[config.mk]
export PLATFORM = sky130hd
export DESIGN_NAME = gpr_seq_flat
export DESIGN_NICKNAME = d
export VERILOG_FILES = /design/src/rtl/gpr_seq_pkg.sv /design/src/rtl/gpr_seq_if.sv /design/src/rtl/gpr_seq_dec4to16.sv /design/src/rtl/gpr_seq.sv /design/src/flat_wrapper.sv
export SDC_FILE = /design/constraint.sdc
export NUM_CORES = 1
export LEC_CHECK = 0
export CAP_MARGIN = 10
export CORE_MARGIN = 3
export CORE_UTILIZATION = 44
export CTS_BUF_LIST = sky130_fd_sc_hd__clkbuf_8
export DETAILED_ROUTE_END_ITERATION = 7
export PLACE_DENSITY = 0.89
export SETUP_SLACK_MARGIN = 0.1
export SYNTH_ARGS = -nofsm -noshare
export SYNTH_HDL_FRONTEND = slang
export SYNTH_SLANG_ARGS = --single-unit
export TNS_END_PERCENT = 20
[constraint.sdc]
create_clock -name clk -period 2.1 [get_ports clk]
set_input_delay 0.21 -clock clk [delete_from_list [all_inputs] [get_ports clk]]
set_output_delay 0.21 -clock clk [all_outputs]
set_load 0.1 [all_outputs]
[src/rtl/gpr_seq_pkg.sv]
// gpr_seq_pkg: shared constants and types for the GPR transfer sequencer.
//   OPW              - width of the operation-class field
//   NREG             - number of general-purpose registers (R0..R15)
//   OP_ALU3..OP_MOVE - operation class codes
//   state_t          - sequencer state encoding
package gpr_seq_pkg;

  localparam int OPW  = 2;
  localparam int NREG = 16;

  localparam logic [OPW-1:0] OP_ALU3 = 2'd0;  // ra <- rb op rc
  localparam logic [OPW-1:0] OP_ALUI = 2'd1;  // ra <- rb op C
  localparam logic [OPW-1:0] OP_ADDR = 2'd2;  // ra <- (rb | 0 if R0) + C
  localparam logic [OPW-1:0] OP_MOVE = 2'd3;  // ra <- rb

  typedef enum logic [2:0] {
    ST_IDLE = 3'd0,
    ST_TY   = 3'd1,
    ST_TZ   = 3'd2,
    ST_TW   = 3'd3,
    ST_TMV  = 3'd4
  } state_t;

endpackage

[src/rtl/gpr_seq_if.sv]
// gpr_seq_if: request and control-strobe bundle between decode, sequencer
// and register bank.
//   start/op/ra/rb/rc/hold - request and stall, driven by the master
//   GRin/GRout             - one-hot register write / bus-drive enables
//   BAout                  - base-address read (R0 reads as zero)
//   Yin/Zin/Zout/Cout      - Y load, Z load, Z to bus, immediate to bus
//   busy/done              - sequencer status
interface gpr_seq_if import gpr_seq_pkg::*; ();

  logic            start;
  logic [OPW-1:0]  op;
  logic [3:0]      ra;
  logic [3:0]      rb;
  logic [3:0]      rc;
  logic            hold;
  logic [NREG-1:0] GRin;
  logic [NREG-1:0] GRout;
  logic            BAout;
  logic            Yin;
  logic            Zin;
  logic            Zout;
  logic            Cout;
  logic            busy;
  logic            done;

  modport master (
    output start, op, ra, rb, rc, hold,
    input  GRin, GRout, BAout, Yin, Zin, Zout, Cout, busy, done
  );

  modport slave (
    input  start, op, ra, rb, rc, hold,
    output GRin, GRout, BAout, Yin, Zin, Zout, Cout, busy, done
  );

endinterface

[src/rtl/gpr_seq_dec4to16.sv]
// dec4to16: 4-to-16 one-hot decoder with enable.
//   addr   - register number
//   en     - when 0 the output is all zeros
//   onehot - bit addr set when enabled
module dec4to16 (
  input  logic [3:0]  addr,
  input  logic        en,
  output logic [15:0] onehot
);

  // one-hot decode of the register number
  always_comb begin
    onehot = 16'h0000;
    if (en) begin
      onehot = 16'h0001 << addr;
    end else begin
      onehot = 16'h0000;
    end
  end

endmodule

[src/rtl/gpr_seq.sv]
// gpr_seq: steps one decoded register operation through its bus cycles.
//   clk     - rising-edge clock
//   clear_n - asynchronous active-low reset
//   bus     - request inputs and register/strobe outputs (gpr_seq_if.slave)
// Outputs are Moore-decoded from the state and the fields latched when the
// request was accepted; hold blanks every strobe while freezing the state.
module gpr_seq import gpr_seq_pkg::*; (
  input  logic      clk,
  input  logic      clear_n,
  gpr_seq_if.slave  bus
);

  state_t         state;
  state_t         next_state;
  logic [OPW-1:0] op_l;
  logic [3:0]     ra_l;
  logic [3:0]     rb_l;
  logic [3:0]     rc_l;

  logic           stall;
  logic           gin_en;
  logic [3:0]     gin_sel;
  logic           gout_en;
  logic [3:0]     gout_sel;
  logic [15:0]    gin_vec;
  logic [15:0]    gout_vec;

  // hold only matters once an operation is in flight
  assign stall = bus.hold && (state != ST_IDLE);

  // state register
  always_ff @(posedge clk or negedge clear_n) begin
    if (!clear_n) begin
      state <= ST_IDLE;
    end else begin
      state <= next_state;
    end
  end

  // request fields are captured only on an accepted start
  always_ff @(posedge clk or negedge clear_n) begin
    if (!clear_n) begin
      op_l <= 2'd0;
      ra_l <= 4'd0;
      rb_l <= 4'd0;
      rc_l <= 4'd0;
    end else if ((state == ST_IDLE) && bus.start) begin
      op_l <= bus.op;
      ra_l <= bus.ra;
      rb_l <= bus.rb;
      rc_l <= bus.rc;
    end
  end

  // next-state logic
  always_comb begin
    next_state = state;
    if (stall) begin
      next_state = state;
    end else begin
      case (state)
        ST_IDLE: begin
          if (bus.start) begin
            next_state = (bus.op == OP_MOVE) ? ST_TMV : ST_TY;
          end else begin
            next_state = ST_IDLE;
          end
        end
        ST_TY:   next_state = ST_TZ;
        ST_TZ:   next_state = ST_TW;
        ST_TW:   next_state = ST_IDLE;
        ST_TMV:  next_state = ST_IDLE;
        default: next_state = ST_IDLE;
      endcase
    end
  end

  // output decode from state and latched fields
  always_comb begin
    gin_en    = 1'b0;
    gin_sel   = 4'd0;
    gout_en   = 1'b0;
    gout_sel  = 4'd0;
    bus.BAout = 1'b0;
    bus.Yin   = 1'b0;
    bus.Zin   = 1'b0;
    bus.Zout  = 1'b0;
    bus.Cout  = 1'b0;
    bus.done  = 1'b0;
    if (stall) begin
      // everything stays blanked while held
      gin_en  = 1'b0;
      gout_en = 1'b0;
    end else begin
      case (state)
        ST_TY: begin
          gout_en   = 1'b1;
          gout_sel  = rb_l;
          bus.Yin   = 1'b1;
          bus.BAout = (op_l == OP_ADDR);
        end
        ST_TZ: begin
          bus.Zin = 1'b1;
          if (op_l == OP_ALU3) begin
            gout_en  = 1'b1;
            gout_sel = rc_l;
          end else begin
            bus.Cout = 1'b1;
          end
        end
        ST_TW: begin
          bus.Zout = 1'b1;
          gin_en   = 1'b1;
          gin_sel  = ra_l;
          bus.done = 1'b1;
        end
        ST_TMV: begin
          gout_en  = 1'b1;
          gout_sel = rb_l;
          gin_en   = 1'b1;
          gin_sel  = ra_l;
          bus.done = 1'b1;
        end
        default: begin
          gin_en  = 1'b0;
          gout_en = 1'b0;
        end
      endcase
    end
  end

  dec4to16 u_dec_in (
    .addr   (gin_sel),
    .en     (gin_en),
    .onehot (gin_vec)
  );

  dec4to16 u_dec_out (
    .addr   (gout_sel),
    .en     (gout_en),
    .onehot (gout_vec)
  );

  assign bus.GRin  = gin_vec;
  assign bus.GRout = gout_vec;
  assign bus.busy  = (state != ST_IDLE);

endmodule

[src/flat_wrapper.sv]
// flat-port wrapper written by rule: the top's interface ports become plain ports
module gpr_seq_flat import gpr_seq_pkg::*;
  (clk, clear_n, bus_start, bus_op, bus_ra, bus_rb, bus_rc, bus_hold, bus_GRin, bus_GRout, bus_BAout, bus_Yin, bus_Zin, bus_Zout, bus_Cout, bus_busy, bus_done);
  gpr_seq_if bus_i ();
  input  logic clk;
  input  logic clear_n;
  input wire logic [$bits(bus_i.start)-1:0] bus_start;
  input wire logic [$bits(bus_i.op)-1:0] bus_op;
  input wire logic [$bits(bus_i.ra)-1:0] bus_ra;
  input wire logic [$bits(bus_i.rb)-1:0] bus_rb;
  input wire logic [$bits(bus_i.rc)-1:0] bus_rc;
  input wire logic [$bits(bus_i.hold)-1:0] bus_hold;
  output wire logic [$bits(bus_i.GRin)-1:0] bus_GRin;
  output wire logic [$bits(bus_i.GRout)-1:0] bus_GRout;
  output wire logic [$bits(bus_i.BAout)-1:0] bus_BAout;
  output wire logic [$bits(bus_i.Yin)-1:0] bus_Yin;
  output wire logic [$bits(bus_i.Zin)-1:0] bus_Zin;
  output wire logic [$bits(bus_i.Zout)-1:0] bus_Zout;
  output wire logic [$bits(bus_i.Cout)-1:0] bus_Cout;
  output wire logic [$bits(bus_i.busy)-1:0] bus_busy;
  output wire logic [$bits(bus_i.done)-1:0] bus_done;
  assign bus_i.start = bus_start;
  assign bus_i.op = bus_op;
  assign bus_i.ra = bus_ra;
  assign bus_i.rb = bus_rb;
  assign bus_i.rc = bus_rc;
  assign bus_i.hold = bus_hold;
  assign bus_GRin = bus_i.GRin;
  assign bus_GRout = bus_i.GRout;
  assign bus_BAout = bus_i.BAout;
  assign bus_Yin = bus_i.Yin;
  assign bus_Zin = bus_i.Zin;
  assign bus_Zout = bus_i.Zout;
  assign bus_Cout = bus_i.Cout;
  assign bus_busy = bus_i.busy;
  assign bus_done = bus_i.done;
  gpr_seq u_core (.clk(clk), .clear_n(clear_n), .bus(bus_i));
endmodule
==> results.txt, run 1 <==
* Synth Register Bits: 17
* Placed wire-length estimate: 5.56 mm
- A synthesized cell averages 9.20 um2.
* Part of the Yosys area used for sequential elements: 31.9%
- Cell area after technology mapping: 1330 um2
- Of the post-synthesis cell area, the dominant cell type holds 31.9%.
* Fraction of registers with async set/reset: 100%
- Count of flip-flops with a built-in enable after synthesis: 0
- Cell accounting for the most synthesized area: sky130_fd_sc_hd__dfrtp_1
- Pin placement for this block handled 57 I/O pins.
* Synth top area cells: sky130_fd_sc_hd__dfrtp_1 (32%), sky130_fd_sc_hd__mux2_2 (11%), sky130_fd_sc_hd__nor3_1 (6.4%)
* X dimension of the die: 61.1 um
- Error that ended the run: [ERROR DPL-0033] detailed placement checks failed during check placement.
* YS warnings: 0
- Measured along the y axis, the die boundary spans 61.1 um.
- Primary flip-flop cell chosen by synthesis mapping: sky130_fd_sc_hd__dfrtp_1
* Count of standard-cell rows: 19
- Status: did not finish
- In this run the tool buffered the top-level ports with 56 buffer cells.
* Number of cells produced by synthesis: approximately 150
- Synthesis produced a netlist with a net count of 163.
* Exit stage: detailed placement (3_5_place_dp)
* Unique masters post-synth: 49
- Starting Density: 47.1%
- Routability-driven placement finished with a final weighted congestion of 0.855.
-- per-stage QoR --
step	area (um2)	worst slack (ps)
2_1_floorplan	1590	-882
3_3_place_gp	2790	-83.9
-- synthesized netlist by cell type, drive strengths merged (2+ instances only) --
master / number
and3: 5
nand3: 3
or3b: 2
inv: 2
mux2: 14
nand2: 9
nor3b: 4
nand3b: 4
nor4b: 2
o21a: 3
o21bai: 2
a21oi: 4
nor3: 18
nor4: 3
dfrtp: 17
nor2: 14
a2111oi: 2
o21ai: 4
nand2b: 5
nor2b: 2
xor2: 2
and3b: 2
buf: 6
clkbuf: 3
-- logic make-up after synthesis --
kind of cell	count (synthesis)	synth area share [%]
compound gates	23	16.3
flops	17	31.9
mux	15	12.6
buf+inv	11	4.22
simple gates	76	33.0
xor+xnor	3	1.97
==> run 2, diff against run 1 <==
Settings changed: CORE_AREA set to 3 3 64 66, CORE_MARGIN 3 to not set, CORE_UTILIZATION 44 to not set, CTS_BUF_LIST sky130_fd_sc_hd__clkbuf_8 to not set, DIE_AREA set to 0 0 67 69, PLACE_DENSITY 0.89 to not set, PLACE_DENSITY_LB_ADDON set to 0.15, SETUP_SLACK_MARGIN 0.1 to not set.
==> results.txt, run 2 <==
* Minimum clock period after layout: 2510 ps
- Count of inserted antenna diode cells: 0
* Type of origin of the critical path: flip-flop
- Summing the sequential cell areas from Yosys gives 31.9% of the chip area.
- Avg Synthesized Cell Area: 9.20 um2
- Fraction of registers with async set/reset: 100%
- Dividing total power by cell area gives a power density of 1310 nW/um2.
- The area growth from synthesis to layout is 135%.
* Period Utilization, post-route: 119%
- Number of top-level pins: 57
- The number of clock buffers added by TritonCTS is 3.
* Status: complete, but fails checks
- The critical path is of the reg -> out type.
- The die covers 4620 um2.
* Unrepaired setup endpoints after global routing: true
- Counting instances in the post-synthesis netlist gives the leading cell types as sky130_fd_sc_hd__dfrtp_1 (17), sky130_fd_sc_hd__nor3_1 (17), sky130_fd_sc_hd__mux2_2 (13), sky130_fd_sc_hd__nor2_1 (13), sky130_fd_sc_hd__nand2_1 (9).
- The routed layout has 1651 vias.
* YS warnings: 0
- Aggregate routed wire length: 6.25 mm
- Fin. Hold Viols: 0
- The number of global-route vias before repair was between 1500 and 2000.
- Starting DRT DRC Count: just under 90
- After legalization and detailed placement, the total HPWL measured 3.92 mm.
- Syn Nets: 163
* Aggregate global-route resource usage: around 28%
- Measured on the finished design, the core utilization comes to 86.4%.
* Largest net degree at the start of global routing: 18
- Area of all placed cells without fillers: 3140 um2
- Once detail routing completed, the nets flagged for antenna violations numbered 0.
* Fraction of layout cells with a size suffix above 1: 68.1%
- Arrival time at the worst endpoint: 2300 ps
- Setup violations remaining at the end of the flow were counted as 34.
- The worst setup path is captured at a primary output.
- Type of the most critical hold path: in -> async
- The share of synthesized area in the top cell type comes to 31.9%.
* DRC violation count after routing: 0
* Top flop regs: u_core.ra_l: 4 flops, u_core.rb_l: 4 flops, u_core.rc_l: 4 flops
- VDD IR-drop max: 843 uV
- For this run, the detailed router's first-pass iteration total came to 4.
- Excluding fillers, the count of instances in the completed layout stands at 283.
- Deepest level of the CTS H-tree: 1
- Buffers placed on the I/O ports in this run total 56.
- WL/cell: 22.1 um
- CTS hold repair buffers: 0
- The clock arrives with 0.988 ps of skew.
- Max-cap violations in this run came to 0.
* Starting Density: 36.7%
* Worst path setup slack after routing: -405 ps
- Primary flip-flop cell chosen by synthesis mapping: sky130_fd_sc_hd__dfrtp_1
- Placed Area: 2820 um2
- Critical path, cell by cell: or4_4, buf_4, nor3_1, o21bai_1, nor3_2, buf_12
- Critical path buffer and inverter count: 2
- Prior to clock tree synthesis, the placed netlist has a worst setup slack of -231 ps.
- Clock-pin slew reported for the worst setup and hold paths after clock tree synthesis: 70 ps
* Worst slew margin relative to its limit: 47.2%
- TritonCTS built the clock tree.
* Top library cells by usage in the layout, fill and taps aside: sky130_fd_sc_hd__buf_12 (40), sky130_fd_sc_hd__buf_4 (31), sky130_fd_sc_hd__clkdlybuf4s50_1 (17)
- In this run, placement finished with an instance count of 274.
- The checks that failed: setup timing.
* Global-route wire length before repair: 9.69 mm
- Delay-heaviest family, CP: simple AND/OR/NAND/NOR gates
* Static Leakage: 1.24 nW
- The floorplan step set the die height to 69 um.
* Source-to-sink clock delay at the later pin of the worst-skew pair: 250 ps
- Total Nets Final: ~250
- The congestion estimate from routability-driven global placement came to about 0.91.
- Of all nets on the critical path, the largest fanout is 5.
- After synthesis the netlist holds a flip-flop and latch count of 17.
* CTS Root Buffer Type: sky130_fd_sc_hd__clkbuf_8
- In this run the standard cell core region covers 3630 um2.
- Yosys attributes the largest share of cell area to sky130_fd_sc_hd__dfrtp_1 (32%), sky130_fd_sc_hd__mux2_2 (11%), sky130_fd_sc_hd__nor3_1 (6.4%).
- Summed over all instances, the cell type with the most area after synthesis is sky130_fd_sc_hd__dfrtp_1.
* Vias per std cell: 5.83
- Initial antenna violation count: 0
* Critical path's largest stage delay: 600 ps
- Global routing finished with a remaining overflow of 0.
- Actual slew at the worst max-slew pin: between 700 and 800 ps
* Count of standard-cell rows: 22
- Fill cells in the final layout number 183.
* Number of cells produced by synthesis: 145
- The netlist uses 49 different library cells.
* Critical Path RT: 1890 ps
- The final number of max-transition violations came to 0.
- Count of flip-flops with a built-in enable after synthesis: 0
* Clk sinks: 17
- X dimension of the die: 67 um
- Most common library cell in the layout ignoring fill and taps: sky130_fd_sc_hd__buf_12
- Number of buffers on the longest clock path: 2
- The slowest stage of the critical path is the sky130_fd_sc_hd__or4_4 cell.
- In the final timing run, aggregate negative setup slack is -9800 ps.
- Maximum operating frequency: 399 MHz
* Cell area after technology mapping: 1330 um2
[run 2: cell counts after synthesis]
Identical to the previous run, type by type.
[run 2: path summary, 6_finish.rpt]
| check | start | to | slack (ps) | depth (start not counted) |
|---|---|---|---|---|
| setup / recovery | u_core.state[0] | bus_GRout[5] | -410 | 6 |
| setup reg to reg | u_core.state[2] | u_core.rc_l[2] | 140 | 6 |
| min in group clk | u_core.rb_l[1] | u_core.rb_l[1] | 550 | 1 |
| hold / removal | clear_n | u_core.rc_l[1] | 420 | 1 |
| hold reg to reg | u_core.rb_l[1] | u_core.rb_l[1] | 550 | 1 |
| max in group asynchronous | clear_n | u_core.state[0] | 1140 | 1 |
[run 2: final cells by class]
class / instances / area (um2) / share of cell area (%)
tap: 48 / 60.1 / 1.91
inverter: 2 / 7.51 / 0.239
clock buffer: 3 / 41.3 / 1.32
timing repair buffer: 95 / 1280 / 40.9
clock inverter: 1 / 5.00 / 0.159
sequential: 17 / 428 / 13.6
multi-input combinational: 117 / 1310 / 41.9
[run 2: through the flow]
| step | hold WS (ps) | total power [W] |
|---|---|---|
| detailed placement | 535 | 0.00331 |
| global route | 467 | 0.00427 |
| CTS | 435 | 0.00391 |
| floorplan | -85.6 | 0.00233 |
| finish | 422 | 0.00411 |
| global placement | 512 | 0.00322 |
[run 2: cell families (layout without fill, tap and decap cells)]
group | count (synthesis) | in the layout | share of synthesized area (%)
compound gates | 23 | 23 | 16.3
xor+xnor | 3 | 3 | 1.97
buf+inv | 11 | 101 | 4.22
flops | 17 | 17 | 31.9
mux | 15 | 15 | 12.6
simple gates | 76 | 76 | 33.0
[run 2: timing repair]
item / 4_1_cts / 5_1_grt
gates cloned: 0 / 0
setup endpoints to repair: 32 / 35
gates resized for setup: 39 / 11
pin swaps: 25 / 4
hold endpoints to repair: 0 / 0
setup buffers: 5 / 0
[run 2: where the power goes]
part | internal [W] | switching [W] | total [W]
Sequential | 0.000492 | 0.000323 | 0.000814
Combinational | 0.00129 | 0.00177 | 0.00306
Clock | 0.000131 | 0.000108 | 0.000240
Total | 0.00191 | 0.00220 | 0.00411
[run 2: layer usage]
layer	vias to the layer above	global-route usage [%]	part of all wire, %
met3	31	6.03	5.9
met5	-	0	0
met1	823	31.1	36
li1	716	-	-
met4	0	11.3	5.1
met2	81	49.2	53
No activity file was read; power rests on OpenSTA's default activity.
==> run 3, diff against run 2 <==
Settings changed: SETUP_SLACK_MARGIN set to 0.2.
==> results.txt, run 3 (synthesis gave the netlist of run 2 again) <==
- Walking the worst path, the cells encountered are buf_4, xor2_1, and3_1, o21ai_4, nor4_4, buf_12.
- Area of all placed cells without fillers: 3190 um2
* Crit Path Category: reg -> out
* Delay-heaviest family, CP: simple AND/OR/NAND/NOR gates
- Counting I/O delays and the setup requirement, the final critical path takes 2520 ps.
- Height of the die: 69 um
- The first global-routing pass estimated between 8 and 9 mm of wire.
- Leaving out fill and tap cells, the most frequent cell in the layout is sky130_fd_sc_hd__buf_12.
- Actual slew at the worst max-slew pin: 738 ps
* Type of origin of the critical path: flip-flop
* Pwr per Cell Area: 1320 nW/um2
* X dimension of the die: 67 um
- Clock tree synthesis inserted a total of 3 buffers.
- The final reports fail on setup timing.
- The initial antenna violation count came to 0.
* DRC violation count after routing: 0
- Placement Setup Slack: -210 ps
- In the finished design, the share of the clock period the worst path needs comes to 120%.
- The number of cells on the worst reg-to-reg path is 6.
* Worst path setup slack after routing: -417 ps
* Static Leakage: 1.25 nW
- Setup violations remaining at the end of the flow were counted as 32.
- In the final routed layout, each cell accounts on average for between 20 and 25 um.
* Origin of the critical flop-to-flop path: u_core.state[2]
* Count of input and output buffers: between 50 and 60
- Number of search-and-repair iterations in the first detailed-routing pass: 4
* Number of top-level pins: 57
- Category of the worst setup path capture point: primary output
* Critical path buffer and inverter count: 2
* Worst slew margin relative to its limit: 50.6%
- Starting DRT DRC Count: 125
- Aggregate routed wire length: between 6 and 7 mm
- Entering global routing, the biggest net connects 18 pins.
* Top flop regs: u_core.ra_l: 4 flops, u_core.rb_l: 4 flops, u_core.rc_l: 4 flops
- Setup slack of the most critical reg-to-reg path: 240 ps
* Die area: 4620 um2
* Vias in the first global route: 1700
- TritonCTS built the clock tree.
- The tree is rooted in a sky130_fd_sc_hd__clkbuf_8.
- The detail route stage leaves a number of antenna-violating nets equal to 0.
- Total Nets Final: between 200 and 300
- Layout Area Growth over Synthesis: 139%
* Starting Density: 36.7%
- The number of hold violations in the final report was 0.
- Deepest level of the CTS H-tree: 1
* Arrival time at the worst endpoint: approximately 2300 ps
- Clk sinks: 17
* Vias per std cell: 5.71
- VDD IR-drop max: approximately 860 uV
- The largest single stage delay on the critical path is around 400 ps.
- Setup repair after global routing could not meet its margin everywhere.
* Placed Area: 2810 um2
- Across all layers, the routed design uses 1615 vias.
* Fraction of layout cells with a size suffix above 1: roughly 70%
- The floorplan has 22 rows.
- Summed over all layers, the global routing overflow is 0.
* Critical-path top delay cell: sky130_fd_sc_hd__dfrtp_1
- Aggregate global-route resource usage: 23.7%
- For the final database, setup skew stands at 4.12 ps.
- The final number of max-transition violations is 0.
* Capturing point of the worst reg2reg path: u_core.rc_l[3]
- The tool flagged a number of max-cap violations equal to 0.
- At the end of routability-driven placement, the weighted congestion stood at 0.859.
- For this run, the top clock speed supported by timing is approximately 400 MHz.
- Placed wire-length estimate: 3.76 mm
* Count of inserted antenna diode cells: 0
- Source-to-sink clock delay at the later pin of the worst-skew pair: 250 ps
- In the layout the commonest cells are sky130_fd_sc_hd__buf_12 (41), sky130_fd_sc_hd__buf_4 (25), sky130_fd_sc_hd__clkdlybuf4s50_1 (16), sky130_fd_sc_hd__dfrtp_1 (16).
- Hold repair after CTS inserted 0 buffers.
- In this run the worst hold path is classified as in -> async.
* Clock-pin slew reported for the worst setup and hold paths after clock tree synthesis: 60 ps
- Status: complete, but fails checks
* Critical Path RT: 1890 ps
* Area inside the core boundary: ~3600 um2
- No sink is reached through more buffers than the 2 on the longest clock path.
- Crit path max fanout: 8
[run 3: worst max path at each step]
| stage | cells past startpoint | from | endpoint |
|---|---|---|---|
| floorplan | 4 | u_core.state[2] | bus_GRout[0] |
| global placement | 5 | u_core.state[2] | bus_GRout[1] |
| detailed placement | 5 | u_core.state[0] | bus_GRout[12] |
| CTS | 7 | u_core.state[0] | bus_GRout[7] |
| global route | 6 | u_core.state[2] | bus_GRout[7] |
| finish | 6 | u_core.state[2] | bus_GRout[7] |
[run 3: where the power goes]
part | internal, W | leakage (nW) | total, W | switching [W]
logic | 0.00135 | 1.02 | 0.00315 | 0.00180
clock network | 0.000131 | 0.0255 | 0.000233 | 0.000101
registers | 0.000490 | 0.202 | 0.000815 | 0.000326
[run 3: routing by layer]
metal	global-route usage, %	wire [um]	part of all wire [%]
met5	0	0	0
met4	10.1	233	3.8
met3	3.91	282	4.7
met2	42.8	3310	55
met1	26.5	2240	37
[run 3: final cells by class]
type | instances | area [um2]
clock inverter | 1 | 5.00
clock buffer | 3 | 41.3
fill | 157 | 442
multi-input combinational | 117 | 1340
timing repair buffer | 95 | 1310
tap | 48 | 60.1
sequential | 17 | 427
inverter | 2 | 7.51
[run 3: timing repair]
item                                    in CTS  in global routing
buffers inserted                             2                  6
gates resized for setup                     39                 22
endpoints found under the setup margin      49                 41
cloned                                       0                  0
pin swaps                                   15                  7
[run 3: per-stage QoR]
stage	setup TNS (ps)	utilization [%]	std cells	hold slack, ps	power [W]
floorplan	-25900	-	145	-85.6	0.00233
global placement	-863	77.3	271	505	0.00321
detailed placement	-2040	77.3	271	520	0.00330
CTS	-7760	83.8	277	416	0.00384
global route	-12080	87.8	283	451	0.00437
finish	-10140	87.8	283	400	0.00420
